[config.mk]
export PLATFORM = sky130hd
export DESIGN_NAME = multi_channel_seconds_timer
export DESIGN_NICKNAME = d
export VERILOG_FILES = /design/src/rtl/multi_channel_seconds_timer.sv
export SDC_FILE = /design/constraint.sdc
export NUM_CORES = 1
export LEC_CHECK = 0
export ABC_AREA = 1
export CAP_MARGIN = 20
export CORE_ASPECT_RATIO = 1.4
export CORE_UTILIZATION = 52
export CTS_CLUSTER_DIAMETER = 80
export DETAILED_ROUTE_END_ITERATION = 8
export PLACE_DENSITY_LB_ADDON = 0.12
export SETUP_SLACK_MARGIN = 0.4
export SYNTH_ARGS = -nofsm -noshare
export SYNTH_HDL_FRONTEND = slang
export SYNTH_SLANG_ARGS = --single-unit
export TNS_END_PERCENT = 5
[constraint.sdc]
create_clock -name clk -period 4.4 [get_ports clk]
set_clock_uncertainty 0.05 [all_clocks]
set_input_delay 0.88 -clock clk [delete_from_list [all_inputs] [get_ports clk]]
set_output_delay 0.88 -clock clk [all_outputs]
set_load 0.01 [all_outputs]
[src/rtl/multi_channel_seconds_timer.sv]
// Bank of N_CH independent seconds timers on one system clock.
// Each channel supports one-shot or periodic mode, cancel and retrigger, and gives a one-cycle expiry pulse.
module multi_channel_seconds_timer #(
    parameter int unsigned CLK_PER_SEC = 10000,
    parameter int unsigned SEC_WIDTH   = 7,
    parameter int unsigned N_CH        = 4
) (
    input  logic                      clk,
    input  logic                      reset,
    input  logic [N_CH*SEC_WIDTH-1:0] seconds_to_count,
    input  logic [N_CH-1:0]           periodic,
    input  logic [N_CH-1:0]           start,
    input  logic [N_CH-1:0]           cancel,
    output logic [N_CH-1:0]           busy,
    output logic [N_CH-1:0]           time_finished,
    output logic [N_CH*SEC_WIDTH-1:0] seconds_elapsed
);

    localparam int unsigned CYC_W = (CLK_PER_SEC > 2) ? $clog2(CLK_PER_SEC) : 1;
    localparam logic [CYC_W-1:0] CYC_LAST = CYC_W'(CLK_PER_SEC - 1);

    // S_ZERO holds the deferred pulse for a start with N == 0; it is not busy
    typedef enum logic [1:0] {
        S_IDLE = 2'd0,
        S_RUN  = 2'd1,
        S_ZERO = 2'd2
    } state_t;

    for (genvar g = 0; g < int'(N_CH); g++) begin : g_ch
        state_t               r_state;
        state_t               w_state_nxt;
        logic [CYC_W-1:0]     r_cyc;
        logic [CYC_W-1:0]     w_cyc_nxt;
        logic [SEC_WIDTH-1:0] r_sec;
        logic [SEC_WIDTH-1:0] w_sec_nxt;
        logic [SEC_WIDTH-1:0] r_tgt;
        logic [SEC_WIDTH-1:0] w_tgt_nxt;
        logic                 r_per;
        logic                 w_per_nxt;
        logic                 r_busy;
        logic                 r_fin;
        logic                 w_fin_nxt;
        logic [SEC_WIDTH-1:0] w_n;
        logic [SEC_WIDTH-1:0] w_sec_inc;
        logic                 w_tick;
        logic                 w_expire;

        assign w_n       = seconds_to_count[g*SEC_WIDTH +: SEC_WIDTH];
        assign w_sec_inc = r_sec + SEC_WIDTH'(1);
        assign w_tick    = (r_cyc == CYC_LAST);
        assign w_expire  = w_tick && (w_sec_inc == r_tgt);

        always_ff @(posedge clk or posedge reset) begin
            if (reset) begin
                r_state <= S_IDLE;
                r_cyc   <= '0;
                r_sec   <= '0;
                r_tgt   <= '0;
                r_per   <= 1'b0;
                r_busy  <= 1'b0;
                r_fin   <= 1'b0;
            end else begin
                r_state <= w_state_nxt;
                r_cyc   <= w_cyc_nxt;
                r_sec   <= w_sec_nxt;
                r_tgt   <= w_tgt_nxt;
                r_per   <= w_per_nxt;
                r_busy  <= (w_state_nxt == S_RUN);
                r_fin   <= w_fin_nxt;
            end
        end

        // Priority: cancel, then start, then normal counting/expiry
        always_comb begin
            w_state_nxt = r_state;
            w_cyc_nxt   = r_cyc;
            w_sec_nxt   = r_sec;
            w_tgt_nxt   = r_tgt;
            w_per_nxt   = r_per;
            w_fin_nxt   = 1'b0;

            if (cancel[g]) begin
                w_state_nxt = S_IDLE;
            end else if (start[g]) begin
                w_tgt_nxt   = w_n;
                w_per_nxt   = periodic[g] && (w_n != '0);
                w_cyc_nxt   = '0;
                w_sec_nxt   = '0;
                w_state_nxt = (w_n == '0) ? S_ZERO : S_RUN;
            end else begin
                case (r_state)
                    S_ZERO: begin
                        w_fin_nxt   = 1'b1;
                        w_state_nxt = S_IDLE;
                    end
                    S_RUN: begin
                        if (w_tick) begin
                            w_cyc_nxt = '0;
                            if (w_expire) begin
                                w_fin_nxt = 1'b1;
                                if (r_per) begin
                                    w_sec_nxt = '0;
                                end else begin
                                    w_sec_nxt   = w_sec_inc;
                                    w_state_nxt = S_IDLE;
                                end
                            end else begin
                                w_sec_nxt = w_sec_inc;
                            end
                        end else begin
                            w_cyc_nxt = r_cyc + CYC_W'(1);
                        end
                    end
                    default: begin
                        w_state_nxt = S_IDLE;
                    end
                endcase
            end
        end

        assign busy[g]                                   = r_busy;
        assign time_finished[g]                          = r_fin;
        assign seconds_elapsed[g*SEC_WIDTH +: SEC_WIDTH] = r_sec;
    end

endmodule

==> flow_summary.yaml <==
status:
  status: "finished clean"
placement:
  dpl-instance-area_um2: 8430
  dp_cells: 1230
  io_buffer_count: 77
  gp_congestion: 0.844
  hpwlAfterDp_mm: 11.6
  dpl_worst_slack_ns: 1.44
sta:
  relSlewSlack_pct: 41.2
  finalSetupViolations: 0
  worst_pin_slew_ns: 0.879
  fin_setup_tns_ns: 0
  timing_hold_violations_final: 0
  fmax_mhz: 394
  slew_viol_final: 0
  rsz0062_at_grt: "false"
  finalCritPeriodShare_pct: 57.7
  worst_slack_ns: 1.86
  period_minus_slack_ns: 2.54
  whs_ns: 0.441
flow_run:
  drv_cap: 0
setup_path:
  r2r_setup_slack_ns: 2.20
  critPathMaxFanout: 16
  crit_path_top_delay_cell: "clkdlybuf4s50_1"
  critPathTopFamily: "simple AND/OR/NAND/NOR gates"
  crit_path_start_kind: "primary input"
  required_ns: 4.69
  path_class: "in -> reg"
  slowest_delay_ns: 0.50
  crit_cells: 9
  worstPathArrival_ns: 2.83
  crit_buf_inv: 3
  critical_path.endpoint_type: "register"
  worstPathCellList: "clkdlybuf4s50_1 > nand2_1 > nand2_2 > inv_1 > nor2_4 > nand2_1 > inv_1 > nand3b_1 > o21ai_0"
  r2r_cells: 9
power:
  p_switching_mw: 0.783
  power_mw: 3.14
  power.density_nw_per_um2: 349
  p_clk_share_pct: 44.1
  p_seq_share_pct: 43.0
  swShare_pct: 24.9
  peakVddDrop_v: 0.000208
  p_int_mw: 2.36
  combPwrFrac_pct: 12.9
  leakage_nw: 4.18
logic_synthesis:
  synth_ff_type: "dfrtp_1"
  synth_edf_count: 0
  syn_inst: 981
  synth_area_um2: 7480
  yosysWarnings: 0
  yosys.cell_types.count: 51
  syn_area_per_cell_um2: 7.63
  synth_seq_area_share_pct: 44.1
  synth_seq_cells: 132
  async_flop_share_pct: 100
  postSynthNetCount: 1039
layout:
  syn_to_final_growth_pct: 20.4
  antenna_cells: 0
  nets: 1122
  fin_util_pct: 64.4
  drive_above_1_share_pct: 9.58
  layout.cells.non_filler: 1260
  final_area_um2: 9000
clock_network:
  cts_buffers: 17
  cts_tree: "built"
  hold_buffers: 0
  clock_path_buffers: 2
  htree_levels: 4
  clock_latency_ns: 0.42
  clock_sinks: 132
  clk_pin_slew_ns: 0.05
  root_buffer: "clkbuf_16"
  post_cts_buffers: 0
  cts-resized-gates: 0
hold_path:
  holdPathStages: 1
  min_path_type: "reg -> reg"
floorplan:
  die-area_um2: 14900
  die_h_um: 144
  io-pin-count: 78
  coreArea_um2: 14000
  initial_core_util_pct: 53.5
  dieWidth_um: 103
  rows: 51
route:
  routed_wl_mm: 15.5
  drtPass1Iterations: 5
  drt_iter0_drc: 210
  post_drt_wl_per_cell_um: 12.3
  vias: 6347
  drtAntennaViolNets: 0
  drc: 0
  vias_per_cell: 5.04
global_routing:
  grt.total_usage_pct: 22.8
  antenna_found_initial: 0
  overflow: 0
  grt_pass1_wl_mm: 26.4
  grt_max_degree: 70
  grt_pass1_vias: 6147
[final cells by class]
cell class	instances	area, um2
Clock buffer	26	509
Clock inverter	4	70.1
Fill cell	1206	4970
Inverter	162	612
Multi-Input combinational cell	672	3480
Sequential cell	132	3300
Tap cell	185	231
Timing Repair Buffer	79	798
[layer usage]
layer | routed length, um | GRT usage [%] | vias to the layer above
met1 | 6840 | 26.6 | 2930
met4 | 301 | 9.04 | 0
met3 | 527 | 5.01 | 27
li1 | - | - | 3275
met5 | 0 | 0 | -
met2 | 7870 | 39.9 | 115
[layout by cell type (no fill, tap or decap), types with 17 or more instances in the layout]
cell,count
a21oi_1,28
inv_1,151
nand2_2,17
nor2_1,95
clkdlybuf4s50_1,77
clkbuf_16,17
dfrtp_1,132
nor3_1,20
o21ai_0,56
nand3_1,63
nand2_1,246
[cell usage after synthesis, drive strengths merged (2+ instances only)]
master / instances / area share (%)
o21a: 4 / 0.40
o21ai: 77 / 5.7
o21bai: 2 / 0.20
nand2: 264 / 14
a31oi: 4 / 0.33
inv: 159 / 8.0
nor2: 118 / 7.5
nand3: 72 / 5.4
nor3: 21 / 1.5
buf: 11 / 1.0
nand4: 11 / 1.0
clkbuf: 4 / 0.20
or2: 5 / 0.42
nor3b: 3 / 0.37
and3: 2 / 0.17
clkinv: 3 / 0.15
ha: 16 / 2.7
nand3b: 9 / 0.90
o22ai: 2 / 0.17
nor4: 7 / 0.67
dfrtp: 132 / 44
xor2: 13 / 1.5
a21oi: 29 / 2.0
a211oi: 3 / 0.30
[registers in the layout (all words and copies together) (netlist names)]
name          flops
g_ch.r_fin        4
g_ch.r_sec       28
g_ch.r_per        4
g_ch.r_state      8
g_ch.r_busy       4
g_ch.r_cyc       56
g_ch.r_tgt       28
[power groups by stage]
| stage | combinational [mW] | sequential [mW] | clock (mW) |
|---|---|---|---|
| floorplan | 0.265 | 1.36 | 0 |
| global placement | 0.402 | 1.37 | 0 |
| detailed placement | 0.409 | 1.37 | 0 |
| CTS | 0.411 | 1.35 | 1.41 |
| global route | 0.472 | 1.36 | 1.46 |
| finish | 0.405 | 1.35 | 1.39 |
[worst paths after layout]
kind	startpoint	endpoint
min in group asynchronous	reset	g_ch[3].r_cyc[3]$_DFFE_PP0P_
setup reg to reg	g_ch[1].r_state[1]$_DFF_PP0_	g_ch[1].r_cyc[13]$_DFFE_PP0P_
hold reg to reg	g_ch[1].r_cyc[9]$_DFFE_PP0P_	g_ch[1].r_cyc[10]$_DFFE_PP0P_
max in group asynchronous	reset	g_ch[2].r_cyc[2]$_DFFE_PP0P_
setup / recovery	start[3]	g_ch[3].r_sec[4]$_DFFE_PP0P_
hold / removal	g_ch[1].r_cyc[9]$_DFFE_PP0P_	g_ch[1].r_cyc[10]$_DFFE_PP0P_
[kinds of logic (layout without fill, tap and decap cells)]
family,count (synthesis),after routing,synth area share (%)
simple gates,513,513,31.9
flops,132,132,44.1
fa+ha+maj,16,16,2.68
xor+xnor,15,15,1.94
buf+inv,177,271,9.33
mux,1,1,0.134
compound gates,127,127,9.88
(Power assumes the default switching activity.)
